<file path="config.mk">
export PLATFORM = sky130hd
export DESIGN_NAME = baud_gen_frac
export DESIGN_NICKNAME = d
export VERILOG_FILES = /design/src/rtl/baud_gen_frac.sv
export SDC_FILE = /design/constraint.sdc
export NUM_CORES = 1
export LEC_CHECK = 0
export ABC_AREA = 1
export BUFFER_PORTS_ARGS = -buffer_cell sky130_fd_sc_hd__buf_2
export CAP_MARGIN = 25
export CORE_MARGIN = 2
export CORE_UTILIZATION = 53
export DETAILED_ROUTE_END_ITERATION = 7
export GPL_ROUTABILITY_DRIVEN = 1
export GPL_TIMING_DRIVEN = 0
export PLACE_DENSITY = 0.75
export SYNTH_ARGS = -nofsm -noshare
export SYNTH_HDL_FRONTEND = slang
export SYNTH_SLANG_ARGS = --single-unit
</file>
<file path="constraint.sdc">
create_clock -name clk -period 3.8 [get_ports clk]
set_clock_uncertainty 0.2 [all_clocks]
set_input_delay 0.57 -clock clk [delete_from_list [all_inputs] [get_ports clk]]
set_output_delay 0.57 -clock clk [all_outputs]
set_load 0.02 [all_outputs]
</file>
<file path="src/rtl/baud_gen_frac.sv">
// Fractional UART baud generator: os_tick (OVERSAMPLE x baud), bit_tick and mid_tick strobes.
// Latency: first os_tick one full period (act_int + carry) after en is sampled high or after a load.
// Backpressure: none; the strobes are free-running single-cycle pulses and consumers must take them.
module baud_gen_frac #(
    parameter int DIV_W        = 16,
    parameter int FRAC_W       = 4,
    parameter int OVERSAMPLE   = 16,
    parameter int DEF_DIV_INT  = 27,
    parameter int DEF_DIV_FRAC = 2
) (
    input  logic              clk,
    input  logic              rst_n,
    input  logic              en,
    input  logic              load,
    input  logic [DIV_W-1:0]  div_int,
    input  logic [FRAC_W-1:0] div_frac,
    output logic              os_tick,
    output logic              bit_tick,
    output logic              mid_tick,
    output logic              cfg_err
);

    localparam int CNT_W = DIV_W + 1;
    localparam int IDX_W = $clog2(OVERSAMPLE);

    localparam logic [IDX_W-1:0]  IDX_LAST = IDX_W'(OVERSAMPLE - 1);
    localparam logic [IDX_W-1:0]  IDX_MID  = IDX_W'(OVERSAMPLE / 2 - 1);
    localparam logic [DIV_W-1:0]  DEF_INT  = DIV_W'(DEF_DIV_INT);
    localparam logic [FRAC_W-1:0] DEF_FRAC = FRAC_W'(DEF_DIV_FRAC);

    // Carry out of the fractional accumulator addition a + b.
    function automatic logic frac_carry(input logic [FRAC_W-1:0] a, input logic [FRAC_W-1:0] b);
        logic [FRAC_W:0] s;
        s = {1'b0, a} + {1'b0, b};
        return s[FRAC_W];
    endfunction

    // Down-counter start value for a period of (i + c) cycles; one bit wider so
    // the maximum divisor plus a carry cannot overflow.
    function automatic logic [CNT_W-1:0] reload_val(input logic [DIV_W-1:0] i, input logic c);
        return {1'b0, i} - CNT_W'(1) + CNT_W'(c);
    endfunction

    localparam logic [CNT_W-1:0] RST_CNT = reload_val(DEF_INT, frac_carry('0, DEF_FRAC));

    logic [DIV_W-1:0]  act_int,  act_int_nxt;
    logic [FRAC_W-1:0] act_frac, act_frac_nxt;
    logic [CNT_W-1:0]  cnt,      cnt_nxt;
    logic [FRAC_W-1:0] acc,      acc_nxt;
    logic [IDX_W-1:0]  os_idx,   idx_nxt;
    logic [FRAC_W-1:0] acc_step;
    logic              os_nxt, bit_nxt, mid_nxt;

    assign cfg_err = (act_int < DIV_W'(2));

    // Next-state: load beats enable; idle whenever disabled or misconfigured;
    // otherwise count down and, at zero, emit a tick and pick the next period length.
    always_comb begin
        act_int_nxt  = act_int;
        act_frac_nxt = act_frac;
        cnt_nxt      = cnt;
        acc_nxt      = acc;
        idx_nxt      = os_idx;
        os_nxt       = 1'b0;
        bit_nxt      = 1'b0;
        mid_nxt      = 1'b0;
        acc_step     = acc + act_frac;

        if (load) begin
            act_int_nxt  = div_int;
            act_frac_nxt = div_frac;
            cnt_nxt      = reload_val(div_int, frac_carry('0, div_frac));
            acc_nxt      = '0;
            idx_nxt      = '0;
        end else if (!en || cfg_err) begin
            cnt_nxt = reload_val(act_int, frac_carry('0, act_frac));
            acc_nxt = '0;
            idx_nxt = '0;
        end else if (cnt != '0) begin
            cnt_nxt = cnt - CNT_W'(1);
        end else begin
            os_nxt  = 1'b1;
            bit_nxt = (os_idx == IDX_LAST);
            mid_nxt = (os_idx == IDX_MID);
            acc_nxt = acc_step;
            // The period about to start is stretched by the carry of the
            // accumulator addition that will close it.
            cnt_nxt = reload_val(act_int, frac_carry(acc_step, act_frac));
            idx_nxt = (os_idx == IDX_LAST) ? '0 : os_idx + IDX_W'(1);
        end
    end

    // State and registered strobes; reset returns to the default divisor at idle.
    always_ff @(posedge clk or negedge rst_n) begin
        if (!rst_n) begin
            act_int  <= DEF_INT;
            act_frac <= DEF_FRAC;
            cnt      <= RST_CNT;
            acc      <= '0;
            os_idx   <= '0;
            os_tick  <= 1'b0;
            bit_tick <= 1'b0;
            mid_tick <= 1'b0;
        end else begin
            act_int  <= act_int_nxt;
            act_frac <= act_frac_nxt;
            cnt      <= cnt_nxt;
            acc      <= acc_nxt;
            os_idx   <= idx_nxt;
            os_tick  <= os_nxt;
            bit_tick <= bit_nxt;
            mid_tick <= mid_nxt;
        end
    end

endmodule
</file>
# [After elaboration in Yosys (flattened, before gate mapping)]
# Cells that the tools add are included.
[classes] n_addsub=7 n_lt_le_gt_ge=1 n_eq_ne=3 muxes=19 n_reduce_logical=3
[op_table] op="2-to-1 mux 17 bit" n=3
[op_table] op="subtractor 16 x 1 -> 17 bit, second input constant" n=2
[op_table] op="2-to-1 mux 4 bit" n=7
[op_table] op="adder 17 x 1 -> 17 bit" n=1
[op_table] op="nonzero test 17 bit" n=1
[op_table] op="subtractor 17 x 1 -> 17 bit, second input constant" n=1
[op_table] op="< comparator 16 x 2 -> 1 bit, second input constant" n=1
[op_table] op="2-to-1 mux 1 bit" n=9
[op_table] op="adder 4 x 4 -> 5 bit" n=1
[op_table] op="adder 4 x 1 -> 4 bit, second input constant" n=1
[op_table] op="adder 4 bit" n=1
[op_table] op="== test 4 x 3 -> 1 bit, second input constant" n=1
[op_table] op="== test 4 bit, second input constant" n=1
[op_table] op="inequality test 3 bit, second input constant" n=1
[op_table] op="logical NOT 1 bit" n=1
[op_table] op="logical OR 1 bit" n=1
[totals] ff_bits=48 out_inout_bits=4 elab_cells=41

# [Logic depth before layout (Yosys ltp)]
# Gate-level depths: netlist (run 1).
[depth] word_depth=6 mapped_depth=21 depth_no_buf=21

# [Least setup slack after synthesis (run 1)]
# OpenSTA, ideal clock, no wires.
[synth_path] path_type="reg-to-reg" start="reg act_frac[0]" end="reg cnt[16]" setup_time_ns=0.117 arrival_time_ns=2.818 t_required_ns=3.483 slack_ns=0.665 stages_incl_launch_ff=21 path_buffers=0 period_less_slack_ns=3.135 cell_sequence="dfrtp_1 > ha_1 > fa_1 > xnor2_1 > inv_1 > ha_1 > nand2_1 > o21ai_0 > ha_1 > ha_1 > nand2_1 > nor2_2 > nand3_2 > nor2_2 > nand3_2 > nor2_1 > nand2_1 > nand3_1 > nand2_1 > nand2_1 > nand2_1"
[synth_via] elab_chain_len=6
[synth_rtl] item="from (decl)" line="47" text="logic [FRAC_W-1:0] act_frac, act_frac_nxt;"
[synth_rtl] item="from (signal assigned)" line="106" text="act_frac <= act_frac_nxt;"
[synth_rtl] item="adder 4 bit" line="67" text="acc_step = acc + act_frac;"
[synth_rtl] item="adder 4 x 4 -> 5 bit (*)" line="34" text="s = {1'b0, a} + {1'b0, b};"
[synth_rtl] item="adder 17 x 1 -> 17 bit (*)" line="41" text="return {1'b0, i} - CNT_W'(1) + CNT_W'(c);"
[synth_rtl] item="2-to-1 mux 17 bit (*)" line="79" text="end else if (cnt != '0) begin"
[synth_rtl] item="2-to-1 mux 17 bit (*)" line="75" text="end else if (!en || cfg_err) begin"
[synth_rtl] item="2-to-1 mux 17 bit (*)" line="69" text="if (load) begin"
[synth_rtl] item="via cnt_nxt[16]" line="48" text="logic [CNT_W-1:0] cnt, cnt_nxt;"
[synth_rtl] item="to (signal assigned)" line="107" text="cnt <= cnt_nxt;"
[synth_rtl] item="to (decl)" line="48"
# Mark *: on every way through the listed nets, which the timed path passes. The rest lies on a longest branch.
# A chain may end at the register's enable or synchronous reset.

# [Worst setup path in the final report (run 1)]
# Ends and elaborated chain as after synthesis.

==> results of run 1 <==
layout by cell type, fill, tap and decap left out, types with 6 or more instances in the layout:
| cell | instances |
|---|---|
| nand2_2 | 14 |
| inv_1 | 66 |
| buf_2 | 27 |
| nand3_1 | 45 |
| o21ai_0 | 42 |
| nor2_1 | 65 |
| clkbuf_1 | 6 |
| nand4_1 | 12 |
| xnor2_1 | 8 |
| ha_1 | 10 |
| a21oi_1 | 28 |
| nand2_1 | 149 |
| dfstp_2 | 8 |
| dfrtp_1 | 40 |
| xor2_1 | 15 |
| nor3_1 | 7 |
| nor2_2 | 11 |
| nor2_4 | 9 |
final cells by class:
class / count / area [µm²]
buffer: 11 / 61.3
clock buffer: 5 / 68.8
clock inverter: 3 / 68.8
fill: 702 / 2830
inverter: 71 / 267
multi-input combinational: 454 / 2440
sequential: 48 / 1210
tap: 99 / 124
timing repair buffer: 27 / 150
how the worst max path moves through the flow:
stage / start / end / slack [ns] / cells after the start
final: act_frac[0] / cnt[16] / 0.26 / 20
after global routing: act_frac[0] / cnt[16] / -0.02 / 20
after CTS: act_frac[0] / cnt[11] / 0.09 / 19
after detailed placement: act_frac[0] / cnt[11] / 0.13 / 19
after global placement: act_frac[0] / cnt[9] / 0.20 / 18
after floorplan: act_frac[0] / cnt[16] / 0.66 / 20
flip-flops by register name (all words and copies together), names as in the netlist:
register  count
bit_tick      1
act_int      16
os_tick       1
cnt          17
os_idx        4
act_frac      4
acc           4
mid_tick      1
per-layer routing:
metal	GRT usage	part of all wire	vias to the layer above
met2	0.475	0.49	164
met5	0	0	-
met4	0.0679	0.018	0
met3	0.0578	0.069	24
li1	-	-	1962
met1	0.352	0.42	1873
synthesized netlist by cell type (5+ instances only):
library cell,instances
a21oi_1,29
clkbuf_1,6
dfrtp_1,40
dfstp_2,8
ha_1,13
inv_1,66
inv_2,5
nand2_1,149
nand2_2,14
nand3_1,46
nand4_1,12
nor2_1,65
nor2_2,12
nor2_4,8
nor3_1,7
o21ai_0,43
xnor2_1,9
xor2_1,15
cells by family (layout without fill, tap and decap cells):
kind of cell	after synthesis	in the layout	share of synthesized area
simple gates	322	322	0.375
fa+ha+maj	14	14	0.0464
flops	48	48	0.308
compound gates	93	93	0.130
xor+xnor	25	25	0.0576
buf+inv	82	117	0.0833
critical path, stage by stage (launching register included):
cell	delay (ns)
dfrtp_1	0.44
ha_1	0.25
fa_1	0.42
xnor2_2	0.19
inv_1	0.06
ha_1	0.27
nand2_1	0.06
o21ai_2	0.16
ha_2	0.20
ha_2	0.19
nand2_1	0.09
nor2_4	0.15
nand3_2	0.09
nor2_2	0.14
nand3_2	0.10
nor2_1	0.10
nand2_1	0.06
nand3_1	0.08
nand2_1	0.05
nand2_1	0.07
nand2_1	0.05
per-stage QoR:
step | area (µm²) | util | setup TNS (ns) | worst slack [ns] | power (W)
after floorplan | 3940 | - | 0 | 0.665 | 0.000847
after global placement | 4190 | 0.581 | 0 | 0.199 | 0.000942
after detailed placement | 4210 | 0.583 | 0 | 0.131 | 0.000957
after CTS | 4350 | 0.602 | 0 | 0.0928 | 0.00142
after global routing | 4390 | 0.608 | -0.0205 | -0.0205 | 0.00150
final | 4390 | 0.608 | 0 | 0.265 | 0.00142
power breakdown:
group / internal [W] / switching [W] / total (W)
registers: 0.000556 / 0.0000407 / 0.000597
clock network: 0.000265 / 0.000197 / 0.000462
logic: 0.000122 / 0.000243 / 0.000366
total: 0.000944 / 0.000481 / 0.00142
==> impl_metrics.toml, run 1 <==
[timing]
setup_viol_count_final = 0
finalCriticalPeriod_ns = 3.54
clock.fmax_mhz = 283
worst_pin_slew_ns = 0.580
maxSlewHeadroom = 0.613
hold_slack_ns = 0.0312
fin_crit_sh = 0.930
hold_viol_final = 0
finalMaxSlewViolations = 0

[drt]
drc_errors = 0
viasPerCell = 5.60
finalWirelength_um = 10900
wl_per_cell_um = 15.1
drtPass1Iterations = 5
ant_nets = 0
drt-initial-drc-count = 345
vias = 4023

[global_route]
overflow = 0
grt_pass1_wl_um = 18100
grt_util_all_layers = 0.275
grt_pass1_vias = 3895
grt_max_degree = 28
antenna_found_initial = 0

[final_layout]
drive_above_1_share = 0.165
layout.cells.non_filler = 718
num_antenna_cells = 0
syn2layout_area_growth_pct = 11.5
nets = 656

[critical_path]
arrival_ns = 3.54
r2r_setup_slack_ns = 0.26
cp-end-kind = "flip-flop"
start_kind = "flip-flop"
cp.required_ns = 3.81
critical_path_class = "flip-flop to flip-flop"
r2r-end = "cnt[16]"
r2r-start = "act_frac[0]"
cp_max_fo = 3
reg2reg_depth = 20

[placed_design]
gp_congestion = 0.937
io_buffers = 26
hpwl_um = 8460
placedCellCount = 710

[logic_synthesis]
synth_fp_nets = 622
avgSynthCellArea_um2 = 6.74
yosys_warnings = 0
synth_top_area_cell = "dfrtp_1"
synth.area.top_cells = "dfrtp_1, nand2_1, inv_1"
synth_flop_cell = "dfrtp_1"
async_flop_share = 1.00
synth_seq_cells = 48
synth_cells = 584
ys_types = 40
syn_area_um2 = 3940
synth_enable_flop_cells = 0
yosysSeqAreaShare = 0.308
synth_top_area_frac = 0.254

[floorplanning]
die_area_um2 = 8130
start_util = 0.545
rows = 31
io_pins = 28
chipHeight_um = 90.2
core_area_um2 = 7210
die_w_um = 90.2

[clocking]
clock_sinks = 48
cts_max_path_buffers = 2
cts-resized-gates = 0
clk_latency_ns = 0.32
htreeDepth = 2
clk_pin_slew_ns = 0.11
cts_buffers = 5
post-cts-setup-buffer-count = 0
cts_hold_buf = 0
cts_tree = "done"
ctsRootBufferMaster = "clkbuf_8"

[pwr]
ir_worst_vdd_v = 0.000218
powerDensity_nw_per_um2 = 325
p_leak_nw = 2.07

[hold_path]
hold_path.class = "input pin to async pin"

[outcome]
status = "complete, no violations"

[job]
cap_violations = 0
Power figures use the tool's default switching activity.
==> run 2: changes to the inputs <==
BUFFER_PORTS_ARGS = unset   (was -buffer_cell sky130_fd_sc_hd__buf_2)
DONT_BUFFER_PORTS = 1   (was unset)
PLACE_DENSITY = 0.68   (was 0.75)
==> impl_metrics.toml, run 2 (synthesized netlist as in run 1, its figures left out) <==
[floorplanning]
chipHeight_um = 90.2
rows = 31
core_area_um2 = 7210
die_area_um2 = 8130
start_util = 0.545
io_pins = 28
die_w_um = 90.2

[hold_path]
hold_path.class = "input pin to flip-flop"

[clocking]
ctsRootBufferMaster = "clkbuf_8"
cts_tree = "done"
cts_buffers = 5
cts_max_path_buffers = 2
clk_latency_ns = 0.32
clock_sinks = 48
clk_pin_slew_ns = 0.10
htreeDepth = 2

[pwr]
finalPower_w = 0.00140
ir_worst_vdd_v = 0.000196
p_leak_nw = 1.98
powerDensity_nw_per_um2 = 330

[placed_design]
hpwl_um = 8220
placed_area_um2 = 4060
dp_slack_ns = 0.161
gp_congestion = 0.947
io_buffers = 0

[critical_path]
endpoint = "cnt[9]"
cp-end-kind = "flip-flop"
crit_path_start = "act_frac[0]"
crit_path_cell_trace = "ha_1 -> fa_1 -> xnor2_1 -> inv_1 -> ha_1 -> nand2_1 -> o21ai_2 -> ha_1 -> nand2_1 -> a21oi_1 -> nand3_1 -> nor2_4 -> nand2_1 -> nand2_1 -> nand3_1 -> nand3_1 -> o21ai_1 -> o21ai_1"
r2r-end = "cnt[9]"
cp.required_ns = 3.82
path_common_cell = "nand2_1"
r2r-start = "act_frac[0]"
r2r_setup_slack_ns = 0.28
start_kind = "flip-flop"
slowest_stage = "dfrtp_1"
cp_slowest_stage_delay_ns = 0.42
reg2reg_depth = 18
arrival_ns = 3.54
critical_path_class = "flip-flop to flip-flop"
cp_max_fo = 6

[global_route]
grt_max_degree = 49
grt_pass1_wl_um = 17400
overflow = 0
grt_pass1_vias = 3609
antenna_found_initial = 0
grt_util_all_layers = 0.265

[drt]
ant_nets = 0
drtPass1Iterations = 5
vias = 3860
drc_errors = 0
viasPerCell = 5.56
wl_per_cell_um = 15.2
drt-initial-drc-count = 354
finalWirelength_um = 10600

[final_layout]
mostFrequentLayoutCell = "nand2_1"
top_register = "cnt"
final_cell_mix = "nand2_1, inv_1, nor2_1"
stdcell_area_um2 = 4260
syn2layout_area_growth_pct = 8.27
reg_top3 = "cnt x17, act_int x16"
num_antenna_cells = 0
nets = 632
drive_above_1_share = 0.123
largest_register_ffs = 17

[timing]
clock.fmax_mhz = 284
finalMaxSlewViolations = 0
maxSlewHeadroom = 0.626
worst_pin_slew_ns = 0.556
worst_slack_ns = 0.276
rsz0062_at_grt = "false"
hold_slack_ns = 0.136
finalCriticalPeriod_ns = 3.52
setup_viol_count_final = 0
fin_crit_sh = 0.927
hold_viol_final = 0
tns_ns = 0

[job]
cap_violations = 0

[outcome]
status = "complete, no violations"
[run 2: critical path, delay by kind of cell (launching register included)]
family / cells / cell delay (ns)
flops: 1 / 0.42
buf+inv: 1 / 0.07
compound gates: 4 / 0.61
fa+ha+maj: 4 / 1.08
xor+xnor: 1 / 0.18
simple gates: 8 / 0.87
[run 2: how the worst min path moves through the flow]
stage	endpoint	startpoint	slack [ns]	cells past startpoint
floorplan	acc[0]	rst_n	0.07	0
global placement	act_int[12]	rst_n	0.08	0
detailed placement	act_int[14]	rst_n	0.08	0
CTS	act_frac[1]	div_frac[1]	0.14	2
global route	act_frac[1]	div_frac[1]	0.15	2
finish	act_frac[1]	div_frac[1]	0.14	2
[run 2: stage by stage]
stage / utilization / cells
final: 0.591 / 694
after global routing: 0.591 / 694
after CTS: 0.587 / 693
after detailed placement: 0.563 / 683
after global placement: 0.563 / 683
after floorplan: - / 584
[run 2: cell type report]
type	count	area (µm²)
plain buffers	11	61.3
clock buffers	5	68.8
well taps	99	124
clock inverters	3	68.8
repair buffers	3	45.0
flip-flops and latches	48	1210
fillers	732	2950
multi-input cells	454	2410
inverters	71	267
[run 2: power by group]
part	switching (W)	internal, W	total (W)	leakage [nW]
logic	0.000226	0.000115	0.000342	1.33
registers	0.0000392	0.000556	0.000596	0.582
clock network	0.000201	0.000265	0.000466	0.0687
total	0.000467	0.000937	0.00140	1.98
[run 2: metal layers]
layer / vias to the layer above / GRT usage / routed length (µm)
met4: 0 / 0.0564 / 169
li1: 1922 / - / -
met5: - / 0 / 0
met1: 1771 / 0.370 / 4840
met3: 21 / 0.0352 / 614
met2: 146 / 0.442 / 4930
[run 2: repair_timing]
| item | CTS | global route |
|---|---|---|
| endpoints found under the setup margin | 0 | 5 |
| setup buffers | 0 | 1 |
| gates resized for setup | 0 | 5 |
| endpoints found under the hold margin | 48 | 0 |
| hold buffers | 2 | 0 |
==> run 3: changes to the inputs <==
CTS_BUF_LIST = sky130_fd_sc_hd__clkbuf_4   (was unset)
PLACE_DENSITY = unset   (was 0.68)
PLACE_DENSITY_LB_ADDON = 0.05   (was unset)
==> impl_metrics.toml, run 3 (synthesized netlist as in run 1, its figures left out) <==
[placed_design]
gp_congestion = 0.933
io_buffers = 0
hpwl_um = 8120

[critical_path]
path_common_cell = "nand2_1"
start_kind = "flip-flop"
slowest_stage = "dfrtp_1"
crit_family = "adder cells"
crit_path_cell_trace = "ha_1 -> fa_1 -> xnor2_2 -> inv_1 -> ha_1 -> nand2_1 -> o21ai_1 -> ha_1 -> nand2_1 -> a21oi_1 -> nand3_1 -> nor2_4 -> nand2_1 -> nand2_1 -> nand3_1 -> nand3_1 -> o21ai_1 -> o21ai_1"
cp_slowest_stage_delay_ns = 0.43
critical_path_class = "flip-flop to flip-flop"
cp-end-kind = "flip-flop"
arrival_ns = 3.70
cp.required_ns = 3.90
r2r_setup_slack_ns = 0.20
cp_max_fo = 6
cp.buffers_inverters = 1

[pwr]
ir_worst_vdd_v = 0.000180
powerDensity_nw_per_um2 = 286
p_leak_nw = 1.93

[floorplanning]
die_area_um2 = 8130
core_area_um2 = 7210
die_w_um = 90.2
start_util = 0.545
chipHeight_um = 90.2
io_pins = 28
rows = 31

[final_layout]
final_cell_mix = "nand2_1, inv_1, nor2_1"
drive_above_1_share = 0.118
syn2layout_area_growth_pct = 5.79
num_antenna_cells = 0
largest_register_ffs = 17
top_register = "cnt"
fill_cells = 746
reg_top3 = "cnt x17, act_int x16"
nets = 631
final_util = 0.577
mostFrequentLayoutCell = "nand2_1"

[hold_path]
hold_path.class = "input pin to flip-flop"

[clocking]
ctsRootBufferMaster = "clkbuf_4"
htreeDepth = 2
cts_max_path_buffers = 2
clock_sinks = 48
clk_pin_slew_ns = 0.15
post-cts-setup-buffer-count = 0
cts_buffers = 5
clk_latency_ns = 0.40
cts_tree = "done"

[timing]
clock.fmax_mhz = 278
maxSlewHeadroom = 0.612
finalMaxSlewViolations = 0
rsz0062_at_grt = "false"
tns_ns = 0
worst_pin_slew_ns = 0.581
hold_viol_final = 0
fin_crit_sh = 0.946
finalCriticalPeriod_ns = 3.60
setup_viol_count_final = 0

[drt]
drt-initial-drc-count = 362
wl_per_cell_um = 15.0
viasPerCell = 5.52
vias = 3827
drc_errors = 0
ant_nets = 0
finalWirelength_um = 10400
drtPass1Iterations = 5

[outcome]
status = "complete, no violations"

[global_route]
grt_util_all_layers = 0.259
grt_max_degree = 49
grt_pass1_wl_um = 17000
overflow = 0
antenna_found_initial = 0
grt_pass1_vias = 3459

[job]
cap_violations = 0
## run 3: cell types whose count changed in the layout (fill, tap and decap cells not counted), moves of 2 or more
cell,before,now
clkbuf_4,0,5
bufinv_16,2,0
clkbuf_8,5,0
clkinvlp_4,0,2
## run 3: area by class of cell
cell class	instances	area (µm²)	share of cell area
buffer	11	61.3	0.0147
clock buffer	5	37.5	0.00902
clock inverter	3	18.8	0.00451
inverter	71	267	0.0640
multi-input combinational	454	2410	0.578
sequential	48	1210	0.291
tap	99	124	0.0298
timing repair buffer	2	37.5	0.00902
## run 3: power by group
group	leakage (nW)	switching (W)	internal [W]	total [W]
clock	0.0249	0.000189	0.0000700	0.000259
combinational	1.32	0.000221	0.000113	0.000335
sequential	0.582	0.0000391	0.000557	0.000596
## run 3: worst paths after layout
check | start | end | cells after the start
setup reg to reg | act_frac[0] | cnt[9] | 18
setup / recovery | act_frac[0] | cnt[9] | 18
hold reg to reg | os_idx[3] | mid_tick | 1
hold / removal | div_frac[1] | act_frac[1] | 2
min in group asynchronous | rst_n | act_int[8] | 2
max in group asynchronous | rst_n | cnt[4] | 2
## run 3: what timing repair did
action	in CTS	in global routing
gates resized for setup	0	3
setup endpoints to repair	0	5
hold endpoints to repair	48	0
hold buffers	2	0
## run 3: layer usage
layer,GRT usage,up-vias,routed length (µm)
met2,0.424,148,4900
li1,-,1913,-
met4,0.0564,0,118
met1,0.370,1756,4680
met5,0,-,0
met3,0.0327,10,729
## run 3: stage by stage
step	worst slack, ns	std cells	instance area [µm²]	hold WS [ns]	power [W]
3_5_place_dp	0.159	683	4060	0.0755	0.000920
6_report	0.205	693	4160	0.0682	0.00119
4_1_cts	0.131	693	4150	0.0577	0.00119
2_1_floorplan	0.665	584	3940	0.0744	0.000847
3_3_place_gp	0.231	683	4060	0.0754	0.000915
5_1_grt	0.00552	693	4160	0.0621	0.00126
